### config.mk
export PLATFORM = sky130hd
export DESIGN_NAME = mvu_pe_xnor_popcount_acc
export DESIGN_NICKNAME = d
export VERILOG_FILES = /design/src/rtl/mvu_pe_xnor_popcount_acc.sv
export SDC_FILE = /design/constraint.sdc
export NUM_CORES = 1
export LEC_CHECK = 0
export CAP_MARGIN = 20
export CORE_UTILIZATION = 30
export CTS_CLUSTER_DIAMETER = 40
export DETAILED_ROUTE_END_ITERATION = 6
export RECOVER_POWER = 100
export SYNTH_ARGS = -nofsm -noshare
export SYNTH_HDL_FRONTEND = slang
export SYNTH_SLANG_ARGS = --single-unit
### constraint.sdc
create_clock -name aclk -period 4.1 [get_ports aclk]
set_input_delay 1.23 -clock aclk [delete_from_list [all_inputs] [get_ports aclk]]
set_output_delay 1.23 -clock aclk [all_outputs]
set_load 0.05 [all_outputs]
### src/rtl/mvu_pe_xnor_popcount_acc.sv
// Binarized SIMD PE: per-beat XNOR + popcount, accumulated over SF beats into one result.
// Define XNOR_BIPOLAR_EN to emit the signed {-1,+1} dot product instead of the match count.
module mvu_pe_xnor_popcount_acc #(
  parameter int unsigned SIMD  = 8,
  parameter int unsigned SF    = 4,
  parameter int unsigned TDstI = 8
) (
  input  logic             aclk,
  input  logic             areset,
  input  logic [SIMD-1:0]  in_act,
  input  logic [SIMD-1:0]  in_wgt,
  input  logic             in_valid,
  output logic             in_ready,
  output logic [TDstI-1:0] out_dat,
  output logic             out_valid,
  input  logic             out_ready
);

  localparam int unsigned AccW = $clog2(SIMD * SF + 1);
`ifdef XNOR_BIPOLAR_EN
  localparam int unsigned MinW = AccW + 1;
`else
  localparam int unsigned MinW = AccW;
`endif
  localparam int unsigned CntW = (SF > 1) ? $clog2(SF) : 1;
  localparam logic [CntW-1:0] LastCnt = CntW'(SF - 1);

  if (TDstI < MinW) begin : g_width_check
    $error("TDstI too narrow for SIMD*SF result range");
  end

  logic [AccW-1:0]  r_acc;
  logic [CntW-1:0]  r_cnt;
  logic [TDstI-1:0] r_out_dat;
  logic             r_out_valid;

  logic [SIMD-1:0]  w_prod;
  logic [AccW-1:0]  w_pc;
  logic [AccW-1:0]  w_sum;
  logic [TDstI-1:0] w_sum_ext;
  logic [TDstI-1:0] w_res;
  logic             w_accept;
  logic             w_last;

  // Gate lanes with in_valid so undriven data never reaches the popcount.
  assign w_prod = in_valid ? ~(in_act ^ in_wgt) : '0;

  always_comb begin
    w_pc = '0;
    for (int i = 0; i < SIMD; i++) begin
      w_pc = w_pc + AccW'(w_prod[i]);
    end
  end

  assign in_ready  = !(r_out_valid && !out_ready);
  assign w_accept  = in_valid && in_ready;
  assign w_last    = (r_cnt == LastCnt);
  assign w_sum     = r_acc + w_pc;
  assign w_sum_ext = TDstI'(w_sum);

`ifdef XNOR_BIPOLAR_EN
  // 2*matches - total, evaluated modulo 2^TDstI to give two's complement.
  assign w_res = (w_sum_ext << 1) - TDstI'(SIMD * SF);
`else
  assign w_res = w_sum_ext;
`endif

  always_ff @(posedge aclk or posedge areset) begin
    if (areset) begin
      r_acc <= '0;
      r_cnt <= '0;
    end else if (w_accept) begin
      if (w_last) begin
        r_acc <= '0;
        r_cnt <= '0;
      end else begin
        r_acc <= w_sum;
        r_cnt <= r_cnt + 1'b1;
      end
    end
  end

  // A LAST accept overrides the drain so results can stream with no bubble.
  always_ff @(posedge aclk or posedge areset) begin
    if (areset) begin
      r_out_dat   <= '0;
      r_out_valid <= 1'b0;
    end else if (w_accept && w_last) begin
      r_out_dat   <= w_res;
      r_out_valid <= 1'b1;
    end else if (out_ready) begin
      r_out_valid <= 1'b0;
    end
  end

  assign out_dat   = r_out_dat;
  assign out_valid = r_out_valid;

endmodule

==> flow_summary.toml, run 1 <==
[run_status]
status = "complete, but fails checks"
violations = "negative setup slack"

[critical_path]
reg2reg_to = "r_acc[4]$_DFFE_PP0P_"
ff2ff_setup_slack_ps = 660
r2r-start = "r_acc[0]$_DFFE_PP0P_"
critPathKind = "in -> reg"
worstSetupEndpointType = "flop"
cp-start-kind = "input port"
cp.arrival_ps = 4440
rr_worst_depth = 12
worstPathRequired_ps = 4290
crit_fanout = 3

[placement]
postPlaceCellArea_um2 = 1430
post-place-ws_ps = -826
gp_congestion = 0.778
portBuffers = 27
dp.cells = 184
dp_hpwl_um = 1850

[job]
drv_cap = 0

[floorplan]
die_area_um2 = 3740
die_x_um = 61.2
coreArea_um2 = 3340
start_util_pct = 31.5
num_io_pins = 30
die_y_um = 61.2
std_cell_rows = 21

[routing]
via_per_inst = 4.53
vias = 852
drt_iter0_markers = 11
drtPass1Iterations = 4
routed_wl_um = 2270
postRouteAntennaNets = 0
wl_per_cell_um = 12.1
drc_errors = 0

[power_and_ir_drop]
vdd_ir_drop_max_uv = 183
p_total_mw = 1.04
power_density_nw_per_um2 = 688
p_leak_nw = 0.670

[yosys]
postSynthAreaPerCell_um2 = 9.54
syn-instance-count = 110
netlist_top_cells_area = "dfrtp_1 (36%), fa_1 (9.5%), ha_1 (8.3%)"
yosysTopAreaCellShare_pct = 35.8
yosysTopAreaCell = "dfrtp_1"
synth-seq-cells = 15
yosys_warnings = 0
syn_area_um2 = 1050
synth-seq-area-share_pct = 35.8
synth_cell_types = 26

[grt]
antenna_found_initial = 0
grt_usage_pct = 13.9
grt_overflow = 0
grt_pass1_vias = 824
grt_pass1_wl_um = 3730
grt_max_degree = 16

[timing]
relSlewSlack_pct = 60.3
hold_ws_ps = 482
tightest_slew_ps = 595
fin_setup_tns_ps = -409
min_period_over_period_pct = 104
period_needed_ps = 4250
timing.fmax_mhz = 235
setup_slack_ps = -152
finalSetupViolCount = 4
rsz0062_at_grt = "true"
finClkSkew_ps = 2.77
hold_viol = 0
slew_violations = 0

[finish]
final_core_util_pct = 45.1
syn_to_final_growth_pct = 43.5
stdcell_area_um2 = 1510
nets = 175
mostFrequentLayoutCells = "dfrtp_1 (15), clkdlybuf4s50_1 (12), nand2_1 (11)"
final_cells = 188
final_common_cell = "dfrtp_1"
drive_above_1_share_pct = 23.2
antennaDiodeCount = 0

[clock_tree]
cts_buffers = 3
hold_buffers = 0
postCtsSetupBuffers = 0
cts-root-buf = "clkbuf_4"
clk_path_buf_depth = 2
clk_latency_ps = 290
cts.clk_slew.worst_paths_ps = 100
clkSinkCount = 15
h-tree-depth = 1
cts_tree = "done"

[min_path]
holdCritStartpoint = "out_dat[5]$_DFFE_PP0P_"
whs_path_depth = 2
hold_end = "out_dat[5]$_DFFE_PP0P_"
holdCritPathClass = "reg -> reg"
-- worst max path at each step --
stage                     cells after the start      start                endpoint
after floorplan                              14   in_valid    r_acc[4]$_DFFE_PP0P_
after global placement                       15  in_act[0]  out_dat[4]$_DFFE_PP0P_
after detailed placement                     15  in_wgt[0]  out_dat[4]$_DFFE_PP0P_
after CTS                                    15  in_act[2]    r_acc[4]$_DFFE_PP0P_
after global routing                         15  in_act[2]    r_acc[4]$_DFFE_PP0P_
final                                        15  in_act[2]    r_acc[4]$_DFFE_PP0P_
-- worst max-delay path, cell delays in order --
cell	delay, ps
buf_6	90
xnor2_1	110
and2_4	140
fa_1	520
inv_2	40
fa_1	500
inv_1	50
fa_1	500
fa_2	260
inv_2	50
fa_2	340
nand2b_4	160
a21oi_4	200
o21ai_2	60
a22o_1	200
-- flip-flops by register name, summed over array words and instances, names as in the netlist --
| register | flops |
|---|---|
| out_valid | 1 |
| r_acc | 6 |
| out_dat | 6 |
| r_cnt | 2 |
-- cells in the mapped netlist --
library cell / instances
nand3_1: 4
xor2_1: 1
fa_1: 5
or4b_1: 1
dfrtp_1: 15
nand2b_1: 3
o31ai_1: 2
a21oi_1: 3
buf_4: 2
ha_1: 7
and2_1: 7
nand2_1: 11
xnor2_1: 10
nor3b_1: 1
a21o_1: 1
nor2_1: 6
o21ai_0: 7
inv_1: 8
nor3_1: 3
o21bai_1: 1
conb_1: 1
mux2_2: 2
a211oi_2: 1
a22o_1: 3
o22ai_1: 1
clkbuf_1: 4
-- cell families (layout without fill, tap and decap cells) --
family                   after synthesis  after routing  share of synthesized area [%]
AO/OA/AOI/OAI                         19             19                           11.9
XOR/XNOR                              11             11                           9.18
other                                  1              2                          0.357
flip-flops                            15             15                           35.8
multiplexers                           2              2                           2.15
buffers and inverters                 14             45                           5.72
AND/OR/NAND/NOR                       36             36                           17.0
adder cells (fa/ha/maj)               12             12                           17.9
-- area by class of cell --
class | instances | area [um2]
Sequential cell | 15 | 375
Clock inverter | 1 | 7.51
Inverter | 8 | 30.0
Clock buffer | 3 | 22.5
Timing Repair Buffer | 33 | 309
Multi-Input combinational cell | 82 | 704
Fill cell | 331 | 1830
Tap cell | 46 | 57.6
-- power by group --
part | internal [mW] | total (mW) | switching, mW
Sequential | 0.208 | 0.245 | 0.0369
Clock | 0.0371 | 0.0915 | 0.0544
Combinational | 0.304 | 0.699 | 0.396
Total | 0.549 | 1.04 | 0.487
-- per-layer routing --
| layer | wire length [um] | part of all wire [%] | track usage [%] |
|---|---|---|---|
| met5 | 0 | 0 | 0 |
| met4 | 23 | 1.0 | 3.90 |
| met3 | 119 | 5.2 | 3.15 |
| met2 | 1250 | 55 | 25.9 |
| met1 | 880 | 39 | 15.8 |
-- timing repair --
action / in CTS / in global routing
setup endpoints to repair: 10 / 9
resized for setup: 31 / 5
pin swaps: 12 / 6
Power figures use the tool's default switching activity.
==> run 2, diff against run 1 <==
Settings changed: CTS_CLUSTER_DIAMETER 40 to 60, SLEW_MARGIN set to 20.
==> results of run 2 <==
The final DEF is identical to that of run 1; final timing and power are the same.
==> run 3, diff against run 2 <==
Settings changed: SLEW_MARGIN 20 to 30.
==> results of run 3 <==
The final DEF is identical to that of run 1; final timing and power are the same.
==> RTL edit, RTL diff (flow settings as in run 1) <==
Add a define of `XNOR_BIPOLAR_EN`.
--- a/src/rtl/mvu_pe_xnor_popcount_acc.sv
+++ b/src/rtl/mvu_pe_xnor_popcount_acc.sv
@@ -1,4 +1,6 @@
 // Binarized SIMD PE: per-beat XNOR + popcount, accumulated over SF beats into one result.
 // Define XNOR_BIPOLAR_EN to emit the signed {-1,+1} dot product instead of the match count.
+`define XNOR_BIPOLAR_EN
+
 module mvu_pe_xnor_popcount_acc #(
   parameter int unsigned SIMD  = 8,
Formal check against the unedited RTL: not equivalent (Yosys sat finds a counterexample within 10 cycles, from zero or initial values and one cycle with areset high).
==> RTL edit against run 1 <==
  * The flow still finishes with violations (negative setup slack)
  * Clock skew rose by 0.00050 ns
  * Cell area grew 3.3%
  * Maximum frequency decreased by 3.2%
  * Critical path depth decreased by 1
  * Total power grew 11%
  * Cell count down 3.2%
  * Sequential cell count is 1 higher
  * Clock power fell by 9.3%
  * Critical path type unchanged
  * Register-to-register slack lost 0.12 ns
  * Synthesized area rose by 3.3%
  * First-iteration DRC count is 36% higher
  * Wire length fell by 3.3%
  * Setup slack lost 0.14 ns
==> RTL edit: results (changes against run 1) <==
Global route:
- The aggregate global-route resource usage is 12.1% (was 13.9%).
- The met1 demand-to-capacity share in global routing came to 13.4% (was 15.8%).
- The largest net degree at the start of global routing is 17 (was 16).
- The wire length of the first global-routing pass is 3.66 mm (was 3.73 mm).
- The global routing met2 resource utilization was 22.0% (was 25.9%).
- The met3 track demand over resource in global routing is 4.41% (was 3.15%).

Critical path:
- The biggest cell delay along the critical path is 0.49 ns (was 0.52 ns).
- The endpoint of the worst register-to-register path is out_dat[7] (was r_acc[4]).

STA:
- The worst hold slack is 0.491 ns (was 0.482 ns).
- The worst slew margin relative to its limit was 59.6% (was 60.3%).
- The final worst setup slack is -0.293 ns (was -0.152 ns).
- The number of setup violations in the final report is 6 (was 4).

Place:
- The placed wire-length estimate came to 1.68 mm (was 1.85 mm).
- The post-place setup slack is -0.997 ns (was -0.826 ns).

Cells and area:
- The share of final layout cell area taken by non-clock buffers came to 22.7% (was 20.5%).
- The count of non-CTS inverters in the layout was 6 (was 8).
- The clock-cell share of area came to 1.45% (was 1.99%).
- The share of post-route cells with drive strength above 1 came to 25.7% (was 23.2%).

Synthesis:
- The portion of netlist area occupied by mux cells is 7.27% (was 2.15%).
- The xor/xnor share of the synthesized area is 9.69% (was 9.18%).
- Top cells by instance count after synthesis: dfrtp_1, xnor2_1, nand2_1, ha_1 (was dfrtp_1, nand2_1, xnor2_1, inv_1).
- The number of different library cells in the post-synthesis netlist came to 32 (was 26).
- The total of flip-flops plus latches after synthesis was 16 (was 15).

Hold path:
- The end point of the worst hold path is r_acc[2] (was out_dat[5]).

Routing:
- The met3 routed wirelength is 83 µm (was 119 µm).
- The met2 layer wire length in the routed design is 1.14 mm (was 1.25 mm).
- The wire length the detailed router placed on met1 is 953 µm (was 880 µm).
- The via count normalized by instance count is 4.53 (about the same).

Status:
- Status: finished, violations left (unchanged).
- Violated checks: negative setup slack (unchanged).

Power:
- The worst IR drop on VDD is 0.250 mV (was 0.183 mV).
-- RTL edit: cell types whose count changed in the layout (fill, tap and decap cells not counted), moves of 3 or more --
cell	delta
clkdlybuf4s50_1	+9
buf_4	+5
nor3_1	-3
dlygate4sd3_1	-8
nor2_1	-3
-- RTL edit: how the worst max path moves through the flow --
stage | start | to | slack [ns] | depth (start not counted)
2_1_floorplan | in_valid | out_dat[6] | -0.47 | 13
3_3_place_gp | in_wgt[2] | out_dat[6] | -0.93 | 14
3_5_place_dp | in_act[2] | out_dat[6] | -1.0 | 14
4_1_cts | in_act[0] | out_dat[6] | -0.38 | 14
5_1_grt | in_wgt[2] | out_dat[7] | -0.39 | 14
6_report | in_wgt[2] | out_dat[7] | -0.29 | 14
-- RTL edit: worst max-delay path, delay by kind of cell --
family / cells / cell delay (ns)
XOR/XNOR: 2 / 0.23
buffers and inverters: 3 / 0.19
AND/OR/NAND/NOR: 1 / 0.14
AO/OA/AOI/OAI: 1 / 0.20
multiplexers: 1 / 0.25
adder cells (fa/ha/maj): 6 / 2.35
-- RTL edit: metrics by stage --
stage	cells	cell area [µm²]	utilization (%)	power (mW)	setup TNS, ns
2_1_floorplan	100	1120	-	0.758	-1.79
3_3_place_gp	178	1480	43.7	0.978	-7.83
3_5_place_dp	178	1480	43.7	0.995	-8.31
4_1_cts	182	1520	44.8	1.14	-1.44
5_1_grt	182	1560	45.9	1.24	-1.79
6_report	182	1560	45.9	1.15	-1.14
-- RTL edit: repair_timing --
item | CTS | global route
pin swaps | 10 | 9
endpoints found under the setup margin | 11 | 11
setup buffers | 1 | 0
resized for setup | 22 | 6
cloned | 0 | 0
-- RTL edit: report_power, final --
part,switching [mW],internal (mW),total [mW]
sequential,0.0466,0.229,0.276
combinational,0.419,0.373,0.792
clock,0.0488,0.0342,0.0830
